### config.mk
export PLATFORM = sky130hd
export DESIGN_NAME = fp16_to_int16
export DESIGN_NICKNAME = d
export VERILOG_FILES = /design/src/rtl/fp16_to_int16.sv
export SDC_FILE = /design/constraint.sdc
export NUM_CORES = 1
export LEC_CHECK = 0
export BUFFER_PORTS_ARGS = -buffer_cell sky130_fd_sc_hd__buf_4
export CORE_MARGIN = 2
export CORE_UTILIZATION = 43
export CTS_CLUSTER_DIAMETER = 150
export CTS_CLUSTER_SIZE = 12
export DETAILED_ROUTE_END_ITERATION = 6
export PLACE_DENSITY = 0.72
export RECOVER_POWER = 100
export SYNTH_ARGS = -nofsm -noshare
export SYNTH_HDL_FRONTEND = slang
export SYNTH_SLANG_ARGS = --single-unit
### constraint.sdc
create_clock -name i_clk -period 3.2 [get_ports i_clk]
set_clock_uncertainty 0.2 [all_clocks]
set_input_delay 0.48 -clock i_clk [delete_from_list [all_inputs] [get_ports i_clk]]
set_output_delay 0.48 -clock i_clk [all_outputs]
set_load 0.005 [all_outputs]
### src/rtl/fp16_to_int16.sv
// +----------------------------------------------------------------------------+
// | fp16_to_int16: 3-stage valid/ready fp16 -> int16 converter (RNE, saturate) |
// | Rev 1.0                                                                    |
// +----------------------------------------------------------------------------+
`default_nettype none

module fp16_to_int16 (
  input  logic        i_clk,
  input  logic        i_rst_n,
  input  logic        i_valid,
  input  logic [15:0] i_data,
  output logic        o_ready,
  output logic        o_valid,
  output logic [15:0] o_data,
  output logic        o_invalid,
  output logic        o_inexact,
  input  logic        i_ready
);

  localparam logic [15:0]       C_POS_SAT = 16'h7FFF;
  localparam logic [15:0]       C_NEG_SAT = 16'h8000;
  localparam logic signed [5:0] C_BIAS    = 6'sd15;

  // Pipeline control: each stage loads when it is empty or its successor moves.
  logic w_load1, w_load2, w_load3;
  logic r1_valid, r2_valid;

  assign w_load3 = !o_valid | i_ready;
  assign w_load2 = !r2_valid | w_load3;
  assign w_load1 = !r1_valid | w_load2;
  assign o_ready = w_load1;

  // ---------------- S1: classify ----------------
  logic [4:0]        w_exp_field;
  logic [9:0]        w_man;
  logic              w_is_nan, w_is_inf, w_is_zero;
  logic signed [5:0] w_exp_unb;

  assign w_exp_field = i_data[14:10];
  assign w_man       = i_data[9:0];
  assign w_is_nan    = (&w_exp_field) & (|w_man);
  assign w_is_inf    = (&w_exp_field) & ~(|w_man);
  assign w_is_zero   = ~(|w_exp_field);
  assign w_exp_unb   = $signed({1'b0, w_exp_field}) - C_BIAS;

  logic              r1_sign, r1_nan, r1_inf, r1_zero;
  logic signed [5:0] r1_exp;
  logic [10:0]       r1_sig;

  always_ff @(posedge i_clk or negedge i_rst_n) begin
    if (!i_rst_n) begin
      r1_valid <= 1'b0;
      r1_sign  <= 1'b0;
      r1_nan   <= 1'b0;
      r1_inf   <= 1'b0;
      r1_zero  <= 1'b0;
      r1_exp   <= '0;
      r1_sig   <= '0;
    end else if (w_load1) begin
      r1_valid <= i_valid;
      if (i_valid) begin
        r1_sign <= i_data[15];
        r1_nan  <= w_is_nan;
        r1_inf  <= w_is_inf;
        r1_zero <= w_is_zero & ~w_is_nan & ~w_is_inf;
        r1_exp  <= w_exp_unb;
        r1_sig  <= {1'b1, w_man};
      end
    end
  end

  // ---------------- S2: align ----------------
  logic [25:0] w_shifted;
  logic [15:0] w_mag;
  logic        w_guard, w_sticky, w_normal, w_ovf;

  assign w_normal = ~(r1_nan | r1_inf | r1_zero);
  // e == 15 overflows except for exactly -32768.
  assign w_ovf    = w_normal & (r1_exp == 6'sd15) & ~(r1_sign & ~(|r1_sig[9:0]));

  always_comb begin
    w_shifted = 26'(r1_sig) << r1_exp[3:0];
    w_mag     = '0;
    w_guard   = 1'b0;
    w_sticky  = 1'b0;
    if (w_normal) begin
      if (!r1_exp[5]) begin
        w_mag    = w_shifted[25:10];
        w_guard  = w_shifted[9];
        w_sticky = |w_shifted[8:0];
      end else if (r1_exp == -6'sd1) begin
        w_guard  = 1'b1;
        w_sticky = |r1_sig[9:0];
      end else begin
        w_sticky = 1'b1;
      end
    end
  end

  logic        r2_sign, r2_nan, r2_sat, r2_guard, r2_sticky;
  logic [15:0] r2_mag;

  always_ff @(posedge i_clk or negedge i_rst_n) begin
    if (!i_rst_n) begin
      r2_valid  <= 1'b0;
      r2_sign   <= 1'b0;
      r2_nan    <= 1'b0;
      r2_sat    <= 1'b0;
      r2_guard  <= 1'b0;
      r2_sticky <= 1'b0;
      r2_mag    <= '0;
    end else if (w_load2) begin
      r2_valid <= r1_valid;
      if (r1_valid) begin
        r2_sign   <= r1_sign;
        r2_nan    <= r1_nan;
        r2_sat    <= r1_inf | w_ovf;
        r2_guard  <= w_guard;
        r2_sticky <= w_sticky;
        r2_mag    <= w_mag;
      end
    end
  end

  // ---------------- S3: round / sign / saturate ----------------
  logic        w_round_up;
  logic [15:0] w_mag_r;
  logic [15:0] w_result;
  logic        w_invalid, w_inexact;

  assign w_round_up = r2_guard & (r2_sticky | r2_mag[0]);
  // For e <= 14 the rounded magnitude is at most 32752, so 16 bits cannot wrap.
  assign w_mag_r    = r2_mag + {15'd0, w_round_up};

  always_comb begin
    w_result  = r2_sign ? (16'd0 - w_mag_r) : w_mag_r;
    w_invalid = 1'b0;
    w_inexact = r2_guard | r2_sticky;
    if (r2_nan) begin
      w_result  = '0;
      w_invalid = 1'b1;
      w_inexact = 1'b0;
    end else if (r2_sat) begin
      w_result  = r2_sign ? C_NEG_SAT : C_POS_SAT;
      w_invalid = 1'b1;
      w_inexact = 1'b0;
    end
  end

  always_ff @(posedge i_clk or negedge i_rst_n) begin
    if (!i_rst_n) begin
      o_valid   <= 1'b0;
      o_data    <= '0;
      o_invalid <= 1'b0;
      o_inexact <= 1'b0;
    end else if (w_load3) begin
      o_valid <= r2_valid;
      if (r2_valid) begin
        o_data    <= w_result;
        o_invalid <= w_invalid;
        o_inexact <= w_inexact;
      end
    end
  end

endmodule

`default_nettype wire

==> impl_metrics.prom, run 1 <==
# TYPE chip_impl_metric gauge
chip_impl_metric{name="vias",unit=""} 3575
chip_impl_info{name="yosysTopAreaCell",value="dfrtp_1"} 1
chip_impl_info{name="hold_path_class",value="input pin to flop"} 1
chip_impl_metric{name="clkTransAtPathRegs",unit="ps"} 70
chip_impl_info{name="mostFrequentLayoutCells",value="dfrtp_1, nand2_1, o21ai_0"} 1
chip_impl_metric{name="internal-power",unit="W"} 0.00203
chip_impl_metric{name="grt_first_pass_wirelength",unit="um"} 15800
chip_impl_metric{name="clock_tree.htree_level_count",unit=""} 3
chip_impl_metric{name="route.detailed.vias_per_inst",unit=""} 5.97
chip_impl_metric{name="timing.fmax",unit="GHz"} 0.325
chip_impl_metric{name="p_sw_share",unit="%"} 37.6
chip_impl_metric{name="globalRouteTotalUtil",unit="%"} 19.4
chip_impl_metric{name="cts-hold-fix-buffers",unit=""} 0
chip_impl_metric{name="report.final.slew_viol_count",unit=""} 64
chip_impl_metric{name="cts-buffers-inserted",unit=""} 9
chip_impl_metric{name="power_frac_comb",unit="%"} 40.1
chip_impl_info{name="timing.critical_path.from_type",value="flop"} 1
chip_impl_metric{name="grt_start_max_net_pins",unit=""} 64
chip_impl_metric{name="nets",unit=""} 509
chip_impl_metric{name="antenna_found_initial",unit=""} 0
chip_impl_metric{name="firstDrtPassIters",unit=""} 5
chip_impl_metric{name="row_count",unit=""} 35
chip_impl_metric{name="synth_fp_nets",unit=""} 472
chip_impl_metric{name="fillCellCount",unit=""} 868
chip_impl_info{name="clock_tree_from_tritoncts",value="yes"} 1
chip_impl_metric{name="final_cells",unit=""} 599
chip_impl_info{name="final_common_cell",value="dfrtp_1"} 1
chip_impl_metric{name="yosysSeqAreaShare",unit="%"} 38.9
chip_impl_metric{name="die_x",unit="um"} 101
chip_impl_info{name="ys_top_cells_by_area",value="dfrtp_1, nand2_1, mux2_2"} 1
chip_impl_metric{name="floorplan.die_area",unit="mm^2"} 0.0102
chip_impl_metric{name="synth.ff_latch_count",unit=""} 63
chip_impl_metric{name="leakage",unit="nW"} 1.98
chip_impl_metric{name="postLayoutCoreUtil",unit="%"} 51.0
chip_impl_metric{name="path_max_fanout",unit=""} 6
chip_impl_metric{name="clock_power_share",unit="%"} 21.5
chip_impl_info{name="clock_tree.root_cell",value="clkbuf_8"} 1
chip_impl_metric{name="first_global_vias",unit=""} 3290
chip_impl_metric{name="hold-path-cell-count",unit=""} 2
chip_impl_metric{name="average_detailed_routed_wire_length_per_instance",unit="um"} 15.7
chip_impl_metric{name="max_cap_violations",unit=""} 1
chip_impl_metric{name="place.port_buffers",unit=""} 39
chip_impl_metric{name="vdd_drop_max",unit="V"} 0.000325
chip_impl_metric{name="dp_hpwl",unit="um"} 6940
chip_impl_metric{name="number_of_enable_type_register_cells_in_the_synthesized_netlist",unit=""} 0
chip_impl_metric{name="start_util",unit="%"} 44.1
chip_impl_info{name="critPathCaptureType",value="flop"} 1
chip_impl_metric{name="globalRouteOverflowTotal",unit=""} 0
chip_impl_info{name="critPathKind",value="flop to flop"} 1
chip_impl_metric{name="critical_path_required",unit="ps"} 3220
chip_impl_metric{name="synthesis.instances",unit=""} 446
chip_impl_metric{name="drtIter0Drc",unit=""} 370
chip_impl_metric{name="multi_input_comb_area",unit="mm^2"} 0.00234
chip_impl_metric{name="timing.final.crit_share",unit="%"} 96.1
chip_impl_metric{name="pwr_density_cell",unit="mW/mm^2"} 695
chip_impl_metric{name="n_antenna_cell",unit=""} 0
chip_impl_metric{name="finalHoldViolCount",unit=""} 0
chip_impl_metric{name="slew_headroom",unit="%"} -4.00
chip_impl_metric{name="place_congestion",unit=""} 0.849
chip_impl_metric{name="cp_data_arrival_time",unit="ps"} 3090
chip_impl_metric{name="count_of_cells_along_the_worst_register_to_register_path",unit=""} 10
chip_impl_metric{name="place_inst",unit=""} 580
chip_impl_metric{name="post-layout-total-power",unit="W"} 0.00326
chip_impl_metric{name="post_synth_num_cell_types",unit=""} 66
chip_impl_metric{name="tritoncts_num_sinks",unit=""} 63
chip_impl_metric{name="total_switching_power",unit="W"} 0.00122
chip_impl_metric{name="detail_route.drc_violations",unit=""} 0
chip_impl_metric{name="routed_antenna_nets",unit=""} 0
chip_impl_metric{name="avgSynthCellArea",unit="um^2"} 9.09
chip_impl_metric{name="timing.final.setup_violations",unit=""} 0
chip_impl_metric{name="sequential_cell_area",unit="mm^2"} 0.00158
chip_impl_metric{name="p_seq_share",unit="%"} 38.3
chip_impl_metric{name="synth_async_sr_flop_share",unit="%"} 100
chip_impl_info{name="violations_in_the_final_reports",value="max-capacitance violations, max-slew violations"} 1
chip_impl_metric{name="clk_lat_worst_skew",unit="ps"} 350
chip_impl_metric{name="netlist_area",unit="mm^2"} 0.00406
chip_impl_metric{name="drt_wl_total",unit="um"} 9410
chip_impl_metric{name="yosys_top_cell_area_share",unit="%"} 38.9
chip_impl_metric{name="core-area",unit="mm^2"} 0.00920
chip_impl_metric{name="final_layout_size_suffix_gt1_share",unit="%"} 19.7
chip_impl_metric{name="areaGrowthSynthToFinish",unit="%"} 15.6
chip_impl_metric{name="die_y",unit="um"} 101
chip_impl_metric{name="yosysWarningCount",unit=""} 0
chip_impl_metric{name="ioPinCount",unit=""} 40
chip_impl_metric{name="max-clock-path-buffers",unit=""} 2
chip_impl_metric{name="timing_worst_slew_pin_value",unit="ps"} 1560
chip_impl_metric{name="period_needed",unit="ps"} 3080
chip_impl_info{name="synthFlopType",value="dfrtp_1"} 1
chip_impl_info{name="status",value="complete, but fails checks"} 1
[synth_stat cells (3+ instances only)]
cell type  count
a211oi_1       4
a21oi_1       18
a22o_1        20
a31oi_1        3
and3_1         3
and4_1         5
buf_2          5
clkbuf_1      23
dfrtp_1       63
ha_1           6
inv_1          6
mux2_2        18
mux2i_1       16
nand2_1       58
nand2b_1       6
nand3_1       14
nand4_1       11
nor2_1        27
nor2b_1        4
nor3_1        11
nor4_1         8
o211ai_1       3
o21a_1         3
o21ai_0       27
o21ai_1        8
o22ai_1        4
xnor2_1       12
xor2_1         9
[critical path: stages (launching register included)]
cell	delay, ps
dfrtp_1	400
o21a_1	180
ha_2	190
ha_4	180
xor2_1	180
nor3_2	200
and4_1	370
o2111ai_2	180
or3_1	430
nand4_1	100
or3b_1	350
[final timing paths]
path | slack, ps | start | to
min in group asynchronous | 290 | i_rst_n | o_data[6]$_DFFE_PN0P_
max in group asynchronous | 1540 | i_rst_n | r1_exp[5]$_DFFE_PN0P_
worst min-delay path | 140 | i_valid | r1_valid$_DFFE_PN0N_
worst max register to register | 120 | r2_mag[0]$_DFFE_PN0P_ | o_data[13]$_DFFE_PN0P_
worst max-delay path | 120 | r2_mag[0]$_DFFE_PN0P_ | o_data[13]$_DFFE_PN0P_
worst min register to register | 290 | o_data[0]$_DFFE_PN0P_ | o_data[0]$_DFFE_PN0P_
[kinds of logic after synthesis]
logic type      share of synthesized area (%)
fa+ha+maj                                1.85
compound gates                           19.3
buf+inv                                  4.32
simple gates                             21.6
xor+xnor                                 4.54
flops                                    38.9
mux                                      9.50
[state kept, by name (all words and copies together) (netlist names), 6 cells and up]
| signal | flops |
|---|---|
| o_data | 16 |
| r1_exp | 6 |
| r1_sig | 11 |
| r2_mag | 16 |
[cell type report]
cell class / count / area share, %
well taps: 111 / 2.96
repair buffers: 57 / 8.60
multi-input cells: 343 / 49.9
clock inverters: 6 / 1.28
clock buffers: 10 / 2.94
flip-flops and latches: 63 / 33.6
inverters: 9 / 0.721
[per-stage QoR]
step / hold WS, ps / area, um^2 / setup WS (ps) / TNS, ps
6_report: 139 / 4690 / 124 / 0
4_1_cts: 35.3 / 4660 / 29.6 / 0
3_3_place_gp: 264 / 4460 / 82.7 / 0
5_1_grt: 135 / 4690 / -6.14 / -6.14
2_1_floorplan: -15.6 / 4060 / 35.8 / 0
3_5_place_dp: 275 / 4460 / -6.45 / -6.45
[metal layers]
layer / part of all wire, % / vias up / GRT usage [%]
li1: - / 1722 / -
met1: 47 / 1746 / 26.5
met2: 48 / 97 / 31.2
met3: 4.2 / 10 / 3.88
met4: 1.3 / 0 / 6.03
met5: 0 / - / 0
[power by group through the flow]
stage               Sequential [W]  Combinational, W  Clock [W]
finish                     0.00125           0.00131   0.000701
global route               0.00128           0.00145   0.000751
CTS                        0.00124           0.00129   0.000720
detailed placement         0.00126           0.00128          0
global placement           0.00125           0.00125          0
floorplan                  0.00113          0.000940          0
[timing repair]
| action | CTS | global route |
|---|---|---|
| pin swaps | 0 | 1 |
| buffers inserted | 0 | 3 |
| endpoints found under the setup margin | 1 | 3 |
| gates resized for setup | 1 | 4 |
Note: power is estimated with default switching activity, not from simulation.
==> run 2: changes to the inputs <==
--- a/config.mk
+++ b/config.mk
@@ -6,12 +6,15 @@
 export NUM_CORES = 1
 export LEC_CHECK = 0
 export BUFFER_PORTS_ARGS = -buffer_cell sky130_fd_sc_hd__buf_4
+export CELL_PAD_IN_SITES_DETAIL_PLACEMENT = 0
+export CELL_PAD_IN_SITES_GLOBAL_PLACEMENT = 1
 export CORE_MARGIN = 2
 export CORE_UTILIZATION = 43
+export CTS_BUF_LIST = sky130_fd_sc_hd__clkbuf_8
 export CTS_CLUSTER_DIAMETER = 150
 export CTS_CLUSTER_SIZE = 12
 export DETAILED_ROUTE_END_ITERATION = 6
-export PLACE_DENSITY = 0.72
+export PLACE_DENSITY = 0.88
 export RECOVER_POWER = 100
 export SYNTH_ARGS = -nofsm -noshare
 export SYNTH_HDL_FRONTEND = slang
==> impl_metrics.prom, run 2 (synthesized netlist as in run 1, its figures left out) <==
# TYPE chip_impl_metric gauge
chip_impl_metric{name="drtIter0Drc",unit=""} 190
chip_impl_metric{name="post-route-cell-area",unit="mm^2"} 0.00469
chip_impl_metric{name="fin_worst_hold_slack",unit="ps"} 140
chip_impl_metric{name="detail_route.drc_violations",unit=""} 0
chip_impl_metric{name="start_util",unit="%"} 44.1
chip_impl_metric{name="max_cap_violations",unit=""} 1
chip_impl_info{name="crit_path_cell_trace",value="o21a_1, ha_2, ha_4, inv_2, ha_4, or4b_4, o31ai_4, o21a_1, and4b_1, nand4_1, mux2i_1, a221o_1"} 1
chip_impl_metric{name="die_x",unit="um"} 101
chip_impl_metric{name="post-layout-total-power",unit="W"} 0.00320
chip_impl_metric{name="cts-buffers-inserted",unit=""} 9
chip_impl_metric{name="timing.final.setup_violations",unit=""} 0
chip_impl_metric{name="routed_antenna_nets",unit=""} 0
chip_impl_metric{name="timing_worst_slew_pin_value",unit="ps"} 1540
chip_impl_metric{name="areaGrowthSynthToFinish",unit="%"} 15.6
chip_impl_info{name="violations_in_the_final_reports",value="max-capacitance violations, max-slew violations"} 1
chip_impl_metric{name="leakage",unit="nW"} 1.99
chip_impl_info{name="final_common_cell",value="dfrtp_1"} 1
chip_impl_info{name="critPathKind",value="flop to flop"} 1
chip_impl_info{name="mostFrequentLayoutCells",value="dfrtp_1, nand2_1, o21ai_0, buf_4, nor2_1"} 1
chip_impl_metric{name="place_congestion",unit=""} 0.835
chip_impl_metric{name="grt_first_pass_wirelength",unit="um"} 16400
chip_impl_metric{name="globalRouteTotalUtil",unit="%"} 20.2
chip_impl_metric{name="firstDrtPassIters",unit=""} 4
chip_impl_info{name="cpLargestDelayFamily",value="simple AND/OR/NAND/NOR gates"} 1
chip_impl_metric{name="report.final.slew_viol_count",unit=""} 64
chip_impl_metric{name="vdd_drop_max",unit="V"} 0.000309
chip_impl_info{name="status",value="complete, but fails checks"} 1
chip_impl_metric{name="average_detailed_routed_wire_length_per_instance",unit="um"} 16.1
chip_impl_metric{name="nets",unit=""} 511
chip_impl_metric{name="dp_hpwl",unit="um"} 7190
chip_impl_metric{name="slew_headroom",unit="%"} -2.91
chip_impl_metric{name="vias",unit=""} 3526
chip_impl_info{name="reg_top3",value="o_data: 16 flops, r2_mag: 16 flops, r1_sig: 11 flops"} 1
chip_impl_info{name="hold_path_class",value="input pin to flop"} 1
chip_impl_metric{name="die_y",unit="um"} 101
chip_impl_metric{name="critical_path_required",unit="ps"} 3230
chip_impl_metric{name="grt_start_max_net_pins",unit=""} 64
chip_impl_info{name="clock_tree.root_cell",value="clkbuf_8"} 1
chip_impl_metric{name="antenna_found_initial",unit=""} 0
chip_impl_metric{name="drt_wl_total",unit="um"} 9670
chip_impl_metric{name="crit_path_max_incr_delay",unit="ps"} 470
chip_impl_metric{name="clkTransAtPathRegs",unit="ps"} 70
chip_impl_info{name="critical-path-slowest-cell",value="or4b_4"} 1
chip_impl_metric{name="met1Wirelength",unit="um"} 4470
chip_impl_metric{name="globalRouteOverflowTotal",unit=""} 0
chip_impl_metric{name="path_max_fanout",unit=""} 4
chip_impl_metric{name="core-area",unit="mm^2"} 0.00920
chip_impl_metric{name="met2_wirelength",unit="um"} 4720
chip_impl_metric{name="first_global_vias",unit=""} 3318
chip_impl_info{name="routed.top_layer",value="met4"} 1
chip_impl_metric{name="finalHoldViolCount",unit=""} 0
chip_impl_metric{name="timing.final.crit_share",unit="%"} 96.2
chip_impl_metric{name="cp_data_arrival_time",unit="ps"} 3100
chip_impl_metric{name="max-clock-path-buffers",unit=""} 2
chip_impl_metric{name="worst-path-buf-inv",unit=""} 1
chip_impl_metric{name="pwr_density_cell",unit="mW/mm^2"} 683
chip_impl_metric{name="place.port_buffers",unit=""} 39
chip_impl_info{name="setup_repair_after_global_routing_missed_its_margin",value="no"} 1
chip_impl_metric{name="post_dp_cell_area",unit="mm^2"} 0.00448
chip_impl_info{name="timing.critical_path.from_type",value="flop"} 1
chip_impl_metric{name="row_count",unit=""} 35
chip_impl_metric{name="route.detailed.vias_per_inst",unit=""} 5.89
chip_impl_info{name="critPathCaptureType",value="flop"} 1
chip_impl_metric{name="clk_lat_worst_skew",unit="ps"} 340
chip_impl_metric{name="tritoncts_num_sinks",unit=""} 63
chip_impl_metric{name="timing.fmax",unit="GHz"} 0.325
chip_impl_metric{name="clock_tree.htree_level_count",unit=""} 3
chip_impl_metric{name="met3RoutedLength",unit="um"} 314
chip_impl_metric{name="floorplan.die_area",unit="mm^2"} 0.0102
chip_impl_metric{name="n_antenna_cell",unit=""} 0
chip_impl_metric{name="period_needed",unit="ps"} 3080
chip_impl_metric{name="ioPinCount",unit=""} 40
chip_impl_info{name="clock_tree_from_tritoncts",value="yes"} 1
chip_impl_metric{name="final_layout_size_suffix_gt1_share",unit="%"} 20.1
chip_impl_metric{name="postLayoutCoreUtil",unit="%"} 51.0
-- run 2: path summary, 6_finish.rpt --
check,startpoint,endpoint,slack (ps),depth (start not counted)
worst max-delay path,r2_mag[0]$_DFFE_PN0P_,o_data[14]$_DFFE_PN0P_,120,12
worst min-delay path,i_valid,r1_valid$_DFFE_PN0N_,140,2
worst max register to register,r2_mag[0]$_DFFE_PN0P_,o_data[14]$_DFFE_PN0P_,120,12
worst min register to register,o_inexact$_DFFE_PN0P_,o_inexact$_DFFE_PN0P_,280,2
max in group asynchronous,i_rst_n,r1_sig[7]$_DFFE_PN0P_,1550,1
min in group asynchronous,i_rst_n,o_data[3]$_DFFE_PN0P_,310,1
-- run 2: metrics by stage --
step | std cells | setup WS, ps | TNS, ps
2_1_floorplan | 446 | 35.8 | 0
3_3_place_gp | 583 | 50.2 | 0
3_5_place_dp | 583 | -3.05 | -3.05
4_1_cts | 599 | 0.206 | 0
5_1_grt | 599 | 28.0 | 0
6_report | 599 | 122 | 0
-- run 2: layer usage --
| layer | GRT usage [%] | vias to the layer above |
|---|---|---|
| met5 | 0 | - |
| met2 | 32.3 | 70 |
| li1 | - | 1725 |
| met1 | 28.2 | 1716 |
| met4 | 6.34 | 0 |
| met3 | 3.05 | 15 |
-- run 2: final cells by class --
cell class | instances | area [um^2]
Inverter | 9 | 33.8
Clock buffer | 11 | 151
Multi-Input combinational cell | 343 | 2360
Timing Repair Buffer | 59 | 418
Tap cell | 111 | 139
Fill cell | 873 | 4510
Sequential cell | 63 | 1580
Clock inverter | 3 | 12.5
-- run 2: power by group --
part	internal [W]	switching [W]
sequential	0.000990	0.000243
combinational	0.000688	0.000675
clock	0.000308	0.000297
-- run 2: repair_timing --
item                                    4_1_cts  5_1_grt
pin swaps                                     1        1
resized for setup                             0        9
hold buffers                                  0        0
setup buffers                                 2        0
endpoints found under the setup margin        1        7
